--- config.mk ---
export PLATFORM = sky130hd
export DESIGN_NAME = icache_refill_ctrl
export DESIGN_NICKNAME = d
export VERILOG_FILES = /design/src/rtl/icache_refill_ctrl_pkg.sv /design/src/rtl/icache_fill_buffer.sv /design/src/rtl/icache_refill_ctrl.sv
export SDC_FILE = /design/constraint.sdc
export NUM_CORES = 1
export LEC_CHECK = 0
export BUFFER_PORTS_ARGS = -buffer_cell sky130_fd_sc_hd__buf_2
export CAP_MARGIN = 10
export CORE_AREA = 5 5 169 171
export CTS_CLUSTER_SIZE = 16
export DETAILED_ROUTE_END_ITERATION = 8
export DIE_AREA = 0 0 174 176
export PLACE_DENSITY = 0.72
export REMOVE_ABC_BUFFERS = 1
export SLEW_MARGIN = 20
export SYNTH_ARGS = -nofsm -noshare
export SYNTH_HDL_FRONTEND = slang
export SYNTH_SLANG_ARGS = --single-unit
export TNS_END_PERCENT = 10
--- constraint.sdc ---
create_clock -name clk -period 3 [get_ports clk]
set_clock_uncertainty 0.2 [all_clocks]
set_input_delay 0.45 -clock clk [delete_from_list [all_inputs] [get_ports clk]]
set_output_delay 0.45 -clock clk [all_outputs]
set_load 0.01 [all_outputs]
--- src/rtl/icache_refill_ctrl_pkg.sv ---
// Shared geometry and FSM encoding for the instruction-cache refill controller.
package icache_refill_ctrl_pkg;

  localparam int ISET_INDEX_SIZE  = 6;
  localparam int IBLOCK_WORDS     = 4;
  localparam int IWORD_OFF_W      = $clog2(IBLOCK_WORDS);
  localparam int ITAG_SIZE        = 32 - ISET_INDEX_SIZE - IWORD_OFF_W - 2;
  localparam int IBLOCK_SIZE_BITS = IBLOCK_WORDS * 32;

  typedef enum logic [1:0] {
    S_IDLE  = 2'd0,
    S_FILL  = 2'd1,
    S_WRITE = 2'd2
  } refill_state_e;

endpackage

--- src/rtl/icache_fill_buffer.sv ---
// Collects in-order memory beats into one cache block; last_beat flags the final word.
module icache_fill_buffer
  import icache_refill_ctrl_pkg::*;
#(
  parameter int WORD_W      = 32,
  parameter int BLOCK_WORDS = IBLOCK_WORDS
) (
  input  logic                          clk,
  input  logic                          rst,
  input  logic                          clear,
  input  logic                          beat_en,
  input  logic [WORD_W-1:0]             beat_data,
  output logic                          last_beat,
  output logic [BLOCK_WORDS*WORD_W-1:0] block
);

  localparam int BEAT_W = $clog2(BLOCK_WORDS);

  logic [BEAT_W-1:0] beat;

  always_ff @(posedge clk or negedge rst) begin
    if (!rst) begin
      beat  <= '0;
      block <= '0;
    end else if (clear) begin
      beat  <= '0;
      block <= '0;
    end else if (beat_en) begin
      block[beat*WORD_W +: WORD_W] <= beat_data;
      beat                         <= beat + BEAT_W'(1);
    end
  end

  assign last_beat = (beat == BEAT_W'(BLOCK_WORDS - 1));

endmodule

--- src/rtl/icache_refill_ctrl.sv ---
// Fetch-side lookup plus miss refill: burst a block from memory, then write it to the SRAM once.
module icache_refill_ctrl
  import icache_refill_ctrl_pkg::*;
#(
  parameter int ADDR_W      = 32,
  parameter int WORD_W      = 32,
  parameter int BLOCK_WORDS = IBLOCK_WORDS,
  parameter int INDEX_W     = ISET_INDEX_SIZE,
  parameter int TAG_W       = ADDR_W - INDEX_W - $clog2(BLOCK_WORDS) - 2
) (
  input  logic                          clk,
  input  logic                          rst,
  input  logic                          fetch_en,
  input  logic [ADDR_W-1:0]             pc,
  output logic [WORD_W-1:0]             instr,
  output logic                          instr_valid,
  output logic                          stall,
  output logic                          sram_en,
  output logic                          sram_wen,
  output logic [TAG_W+INDEX_W-1:0]      sram_block_addr,
  output logic [BLOCK_WORDS*WORD_W-1:0] sram_data_in,
  input  logic                          sram_hit,
  input  logic [BLOCK_WORDS*WORD_W-1:0] sram_data_out,
  output logic                          mem_req,
  output logic [ADDR_W-1:0]             mem_addr,
  input  logic                          mem_ready,
  input  logic [WORD_W-1:0]             mem_rdata,
  output logic [15:0]                   miss_count
);

  localparam int OFF_W = $clog2(BLOCK_WORDS);
  localparam int BA_W  = TAG_W + INDEX_W;
  localparam int BLK_W = BLOCK_WORDS * WORD_W;

  refill_state_e     state;
  logic [BA_W-1:0]   blk_addr_q;
  logic              mem_req_q;
  logic              wen_q;
  logic [15:0]       miss_cnt;

  logic [BA_W-1:0]   pc_blk;
  logic [OFF_W-1:0]  pc_off;
  logic              idle;
  logic              miss;
  logic              beat_en;
  logic              last_beat;
  logic [BLK_W-1:0]  fill_block;
  logic              unused_pc_lsb;

  assign pc_blk        = pc[ADDR_W-1 -: BA_W];
  assign pc_off        = pc[OFF_W+1:2];
  assign unused_pc_lsb = ^pc[1:0];
  assign idle          = (state == S_IDLE);
  assign miss          = idle & fetch_en & ~sram_hit;
  assign beat_en       = (state == S_FILL) & mem_ready;

  icache_fill_buffer #(
    .WORD_W      (WORD_W),
    .BLOCK_WORDS (BLOCK_WORDS)
  ) u_fill_buffer (
    .clk       (clk),
    .rst       (rst),
    .clear     (miss),
    .beat_en   (beat_en),
    .beat_data (mem_rdata),
    .last_beat (last_beat),
    .block     (fill_block)
  );

  always_ff @(posedge clk or negedge rst) begin
    if (!rst) begin
      state      <= S_IDLE;
      blk_addr_q <= '0;
      mem_req_q  <= 1'b0;
      wen_q      <= 1'b0;
      miss_cnt   <= '0;
    end else begin
      case (state)
        S_IDLE: begin
          if (miss) begin
            state      <= S_FILL;
            blk_addr_q <= pc_blk;
            mem_req_q  <= 1'b1;
          end
        end
        S_FILL: begin
          if (beat_en && last_beat) begin
            state     <= S_WRITE;
            mem_req_q <= 1'b0;
            wen_q     <= 1'b1;
          end
        end
        S_WRITE: begin
          state <= S_IDLE;
          wen_q <= 1'b0;
          if (miss_cnt != 16'hFFFF) miss_cnt <= miss_cnt + 16'd1;
        end
        default: begin
          state     <= S_IDLE;
          mem_req_q <= 1'b0;
          wen_q     <= 1'b0;
        end
      endcase
    end
  end

  // In IDLE the SRAM sees the live pc and its own data looped back, so a hit-cycle write is harmless.
  assign sram_en         = idle ? fetch_en : wen_q;
  assign sram_wen        = wen_q;
  assign sram_block_addr = idle ? pc_blk : blk_addr_q;
  assign sram_data_in    = idle ? sram_data_out : fill_block;

  assign instr       = sram_data_out[pc_off*WORD_W +: WORD_W];
  assign instr_valid = idle & fetch_en & sram_hit;
  assign stall       = ~idle | miss;

  assign mem_req    = mem_req_q;
  assign mem_addr   = {blk_addr_q, {(OFF_W+2){1'b0}}};
  assign miss_count = miss_cnt;

endmodule

* After elaboration in Yosys (flattened, before gate mapping)
Index checks and enable logic that the tools add are counted.
Word-level totals: bits in registers 178, input port bits 197, output and inout port bits 241
Operators by class: add/sub/neg operators 3, equality and inequality tests 6, shifts and indexed selects 3, multiplexer cells 16, bitwise logic cells 8, reduce and logical (&&, ||, !) cells 8
Operators with widths (number):
- 128-bit 2-to-1 mux | 3
- 128-bit bitwise mux | 1
- 32-bit by 34-bit variable shift with 128-bit output, first input constant | 1
- 128-bit by 8-bit indexed part select with 32-bit output | 1
- 32-bit by 34-bit indexed part select with 128-bit output | 1
- 7-bit negator with 34-bit output | 1
- 28-bit 2-to-1 mux | 1
- 16-bit by 1-bit adder with 16-bit output, second input constant | 1
- 16-bit inequality test, second input constant | 1
- 2-bit 2-to-1 mux | 4
- 2-bit AND reduction | 4
- 1-bit bitwise AND | 4
- 2-bit equality test, second input constant | 2
- 1-bit 2-to-1 mux | 4
- 2-bit by 1-bit inequality test with 1-bit output, second input constant | 2
- 2-bit case mux with 2 select lines | 1
- 1-bit NOT | 3
- 1-bit case mux with 3 select lines | 1
- 3-bit AND reduction | 1
- 2-bit by 1-bit adder with 2-bit output, second input constant | 1
- 2-bit by 1-bit equality test with 1-bit output, second input constant | 1
- 2-bit logical NOT | 1
- 1-bit case mux with 2 select lines | 1
- 2-bit nonzero test | 1
- 2 further kinds | 2

* Depth between registers and ports, before layout
word-level depth 5, mapped depth 7, depth with buffers taken out 6

* Modules after synthesis
Synthesis repeated with hierarchy kept, for this count alone.
Unflattened totals: cells, all modules 798, area total of the unflattened synthesis 10391.2 um2
Modules (own cells, without submodules):
- icache_fill_buffer | times used 1, cells each 432, area an instance 5746.8 um2, sequential area each 3253.1 um2
- icache_refill_ctrl | times used 1, cells each 366, area an instance 4644.5 um2, sequential area each 1201.2 um2

* Worst setup path before layout
No wires, ideal clock.
kind register to output, start register state[0], end output sram_data_in[100], arrival 1599 ps, required time 2350 ps, setup slack 751 ps, stages on the path, launching flop included 6, path buffers 3, cells stage by stage dfrtp_1 buf_4 nor2_1 clkbuf_1 buf_2 mux2_2
Between the ends: word-level cells in the longest chain between the ends 2
RTL lines:
- from (decl) | line icache_refill_ctrl.sv:35 | refill_state_e state;
- from (signal assigned) | line icache_refill_ctrl.sv:72 | state <= S_IDLE;
- from (signal assigned) | line icache_refill_ctrl.sv:81 | state <= S_FILL;
- from (signal assigned) | line icache_refill_ctrl.sv:88 | state <= S_WRITE;
- 2-bit logical NOT | line icache_refill_ctrl.sv:53 | assign idle = (state == S_IDLE);
- 128-bit 2-to-1 mux | line icache_refill_ctrl.sv:111 | assign sram_data_in = idle ? sram_data_out : fill_block;
- to (decl) | line icache_refill_ctrl.sv:21 | output logic [BLOCK_WORDS*WORD_W-1:0] sram_data_in,
Every way passes these cells.

* Final worst setup path
start register state[0], end output sram_data_in[116]
The elaborated chain is that of the path after synthesis.

==> qor.yml <==
status:
  status: "complete, no violations"
critical_path:
  cp_num_buf_inv: 3
  worstPathCellList: "nor2_4, buf_12, buf_12, mux2_2, buf_2"
  crit_fanout: 34
  cp-end-kind: "primary output"
  critical_path_class: "flip-flop to primary output"
  critPathMostFrequentCell: "buf_12"
  crit_slowest_cell: "dfrtp_1"
  cp-start-kind: "flip-flop"
  path_delay_family: "buffers and inverters"
  cp.arrival_ns: 2.19
  worst_ep_required_time_ns: 2.35
  max_stage_delay_ns: 0.53
timing:
  hold_violations: 0
  setup_viol: 0
  rsz0062_at_grt: "false"
  fin_crit_ns: 2.84
  drv_slew: 0
  tns_ns: 0
  tightestPinTransition_ns: 0.631
  slew_headroom_pct: 57.5
  post-route-period-util_pct: 94.5
  max_freq_ghz: 0.353
min_path:
  hold_path_class: "primary input to flip-flop"
clocking:
  clock_latency_ns: 0.41
  cts_buffers: 17
  max-clock-path-buffers: 2
  postCtsSetupBuffers: 0
  clk_pin_slew_ns: 0.07
  cts.repair.resized: 0
  cts_tree: "done"
  cts-htree-levels: 4
  ctsRootBufferMaster: "clkbuf_16"
  clock_sinks: 178
flow_run:
  cap_violations: 0
placement:
  place_congestion: 0.818
  dp.cells: 1424
  dp_hpwl_um: 23500
  portBuffers: 431
logic_synthesis:
  syn_inst: 680
  netlist_area_mm2: 0.00938
  ys_seq_area_share_pct: 47.5
  syn_area_per_cell_um2: 13.8
  yosys_warnings: 0
  yosysUniqueCellTypes: 37
  synth-seq-cells: 178
drt:
  drt_iter0_markers: 407
  routedWlPerCell_um: 21.2
  drt-total-wl_um: 30900
  drc: 0
  vias: 7700
  vias_per_cell: 5.28
  detail_route.first_pass.iterations: 4
  postRouteAntennaNets: 0
pwr:
  p_total_uw: 11600
  power.leakage_uw: 0.00652
  power.density_mw_per_mm2: 917
  ir_drop_mv: 0.513
grt:
  grt_pass1_vias: 8217
  grt_overflow: 0
  antenna_found_initial: 0
  grt_pass1_wl_um: 47700
  grt_use_total_pct: 19.6
  grt_max_degree: 89
floorplanning:
  dieWidth_um: 174
  num_rows: 60
  core_mm2: 0.0267
  ios: 438
  start_util_pct: 35.1
  die-area_mm2: 0.0306
  die-height_um: 176
cells_and_area:
  num-nets-final: 1306
  final_util_pct: 47.3
  layout-drive-gt1-share_pct: 64.2
  areaGrowthSynthToFinish_pct: 34.9
  stdcell_count: 1458
## worst reg2reg max path, cell delays in order, from the launching register on
cell	delay (ns)
dfrtp_1	0.51
inv_1	0.15
ha_1	0.47
nand2_1	0.14
nor4b_4	0.29
buf_4	0.32
a22o_1	0.20
## final timing paths
kind                                                          start                                   end  slack (ns)  depth (start not counted)
worst max register to register    u_fill_buffer.beat[0]$_DFFE_PN0P_   u_fill_buffer.block[66]$_DFFE_PN0P_        0.67                          6
min in group asynchronous                                       rst             miss_count[8]$_DFFE_PN0P_        0.20                          2
worst min-delay path                                          pc[4]             blk_addr_q[0]$_DFFE_PN0P_        0.07                          2
max in group asynchronous                                       rst  u_fill_buffer.block[116]$_DFFE_PN0P_        1.74                          3
worst max-delay path                           state[0]$_DFFE_PN0P_                     sram_data_in[116]        0.16                          5
worst min register to register  u_fill_buffer.block[71]$_DFFE_PN0P_   u_fill_buffer.block[71]$_DFFE_PN0P_        0.30                          1
## cell type report
type                    instances  area [um2]
fillers                      2451       14100
multi-input cells             444        4690
flip-flops and latches        178        4450
repair buffers                459        2480
clock buffers                  21         470
well taps                     341         427
clock inverters                11         119
inverters                       3        11.3
diodes                          1        2.50
## where the power goes
part           internal [uW]  total [uW]  switching (uW)  leakage, uW
logic                   2920        5690            2780      0.00384
registers               3140        3680             540      0.00240
clock network           1230        2220             991     0.000280
total                   7290       11600            4310      0.00652
## Yosys cell counts (all sizes together)
cell type	instances	area share (%)
or3	1	0.067
nand4	5	0.33
nor2b	1	0.067
buf	32	2.0
nand2b	2	0.13
inv	3	0.12
mux4	32	7.7
clkbuf	26	1.0
nor4bb	1	0.11
nand2	14	0.56
and3b	3	0.28
ha	6	0.80
nor4b	3	0.57
a21oi	2	0.11
dfrtp	178	48
nand3b	1	0.080
and3	1	0.067
nor2	8	0.32
a22o	128	12
xnor2	3	0.28
nor3	7	0.37
o21ai	2	0.11
mux2	187	22
or3b	1	0.093
nor4	6	0.72
nand3	7	0.37
mux2i	1	0.11
nand4b	1	0.093
xor2	12	1.1
a21o	4	0.32
and2	1	0.067
conb	1	0.040
## metrics by stage
step / worst slack, ns / hold WS, ns / cell area [um2]
3_5_place_dp: 0.611 / 0.0614 / 12000
6_report: 0.165 / 0.0665 / 12600
4_1_cts: 0.142 / 0.0444 / 12600
2_1_floorplan: -5.72 / -0.0456 / 9100
3_3_place_gp: 0.630 / 0.0626 / 12000
5_1_grt: 0.0421 / 0.0427 / 12600
## registers in the layout, indices dropped and copies added, names as in the netlist
| register | count |
|---|---|
| u_fill_buffer.block | 128 |
| state | 2 |
| sram_wen | 1 |
| blk_addr_q | 28 |
| mem_req | 1 |
| u_fill_buffer.beat | 2 |
| miss_count | 16 |
## cell families (layout without fill, tap and decap cells)
| logic type | count (synthesis) | in the layout | share of synthesized area [%] |
|---|---|---|---|
| buffers and inverters | 61 | 494 | 3.19 |
| adder cells (fa/ha/maj) | 6 | 6 | 0.801 |
| multiplexers | 220 | 220 | 30.3 |
| XOR/XNOR | 15 | 15 | 1.40 |
| AND/OR/NAND/NOR | 63 | 63 | 4.31 |
| other | 1 | 5 | 0.0400 |
| AO/OA/AOI/OAI | 136 | 136 | 12.5 |
| flip-flops | 178 | 178 | 47.5 |
## layout by cell type (no fill, tap or decap), types with 2 or more instances in the layout
cell / count
nand3_1: 7
clkinvlp_4: 3
ha_1: 6
o21ai_0: 2
nand2_1: 14
xor2_1: 12
xnor2_1: 3
a21o_1: 4
nor4_1: 4
nand2b_1: 2
dfrtp_1: 178
buf_12: 8
inv_6: 2
inv_8: 2
buf_2: 430
inv_1: 3
mux4_2: 32
buf_4: 19
a21oi_4: 2
mux2_2: 187
and3b_1: 3
nor2_1: 6
nor4_4: 2
clkbuf_16: 17
conb_1: 4
a22o_1: 128
clkinv_4: 3
nand4_1: 5
nor4b_4: 3
nor2_4: 2
nor3_1: 7
clkbuf_8: 3
## layer usage
layer	GRT usage, %	up-vias	part of all wire, %	routed length, um
li1	-	3475	-	-
met1	25.0	3915	42	13000
met2	34.4	279	52	16000
met3	3.79	31	5.0	1550
met4	4.95	0	1.4	424
met5	0	-	0	0
## what timing repair did
item,4_1_cts,5_1_grt
endpoints found under the hold margin,178,0
endpoints found under the setup margin,0,0
hold buffers,1,0
Power figures use the tool's default switching activity.
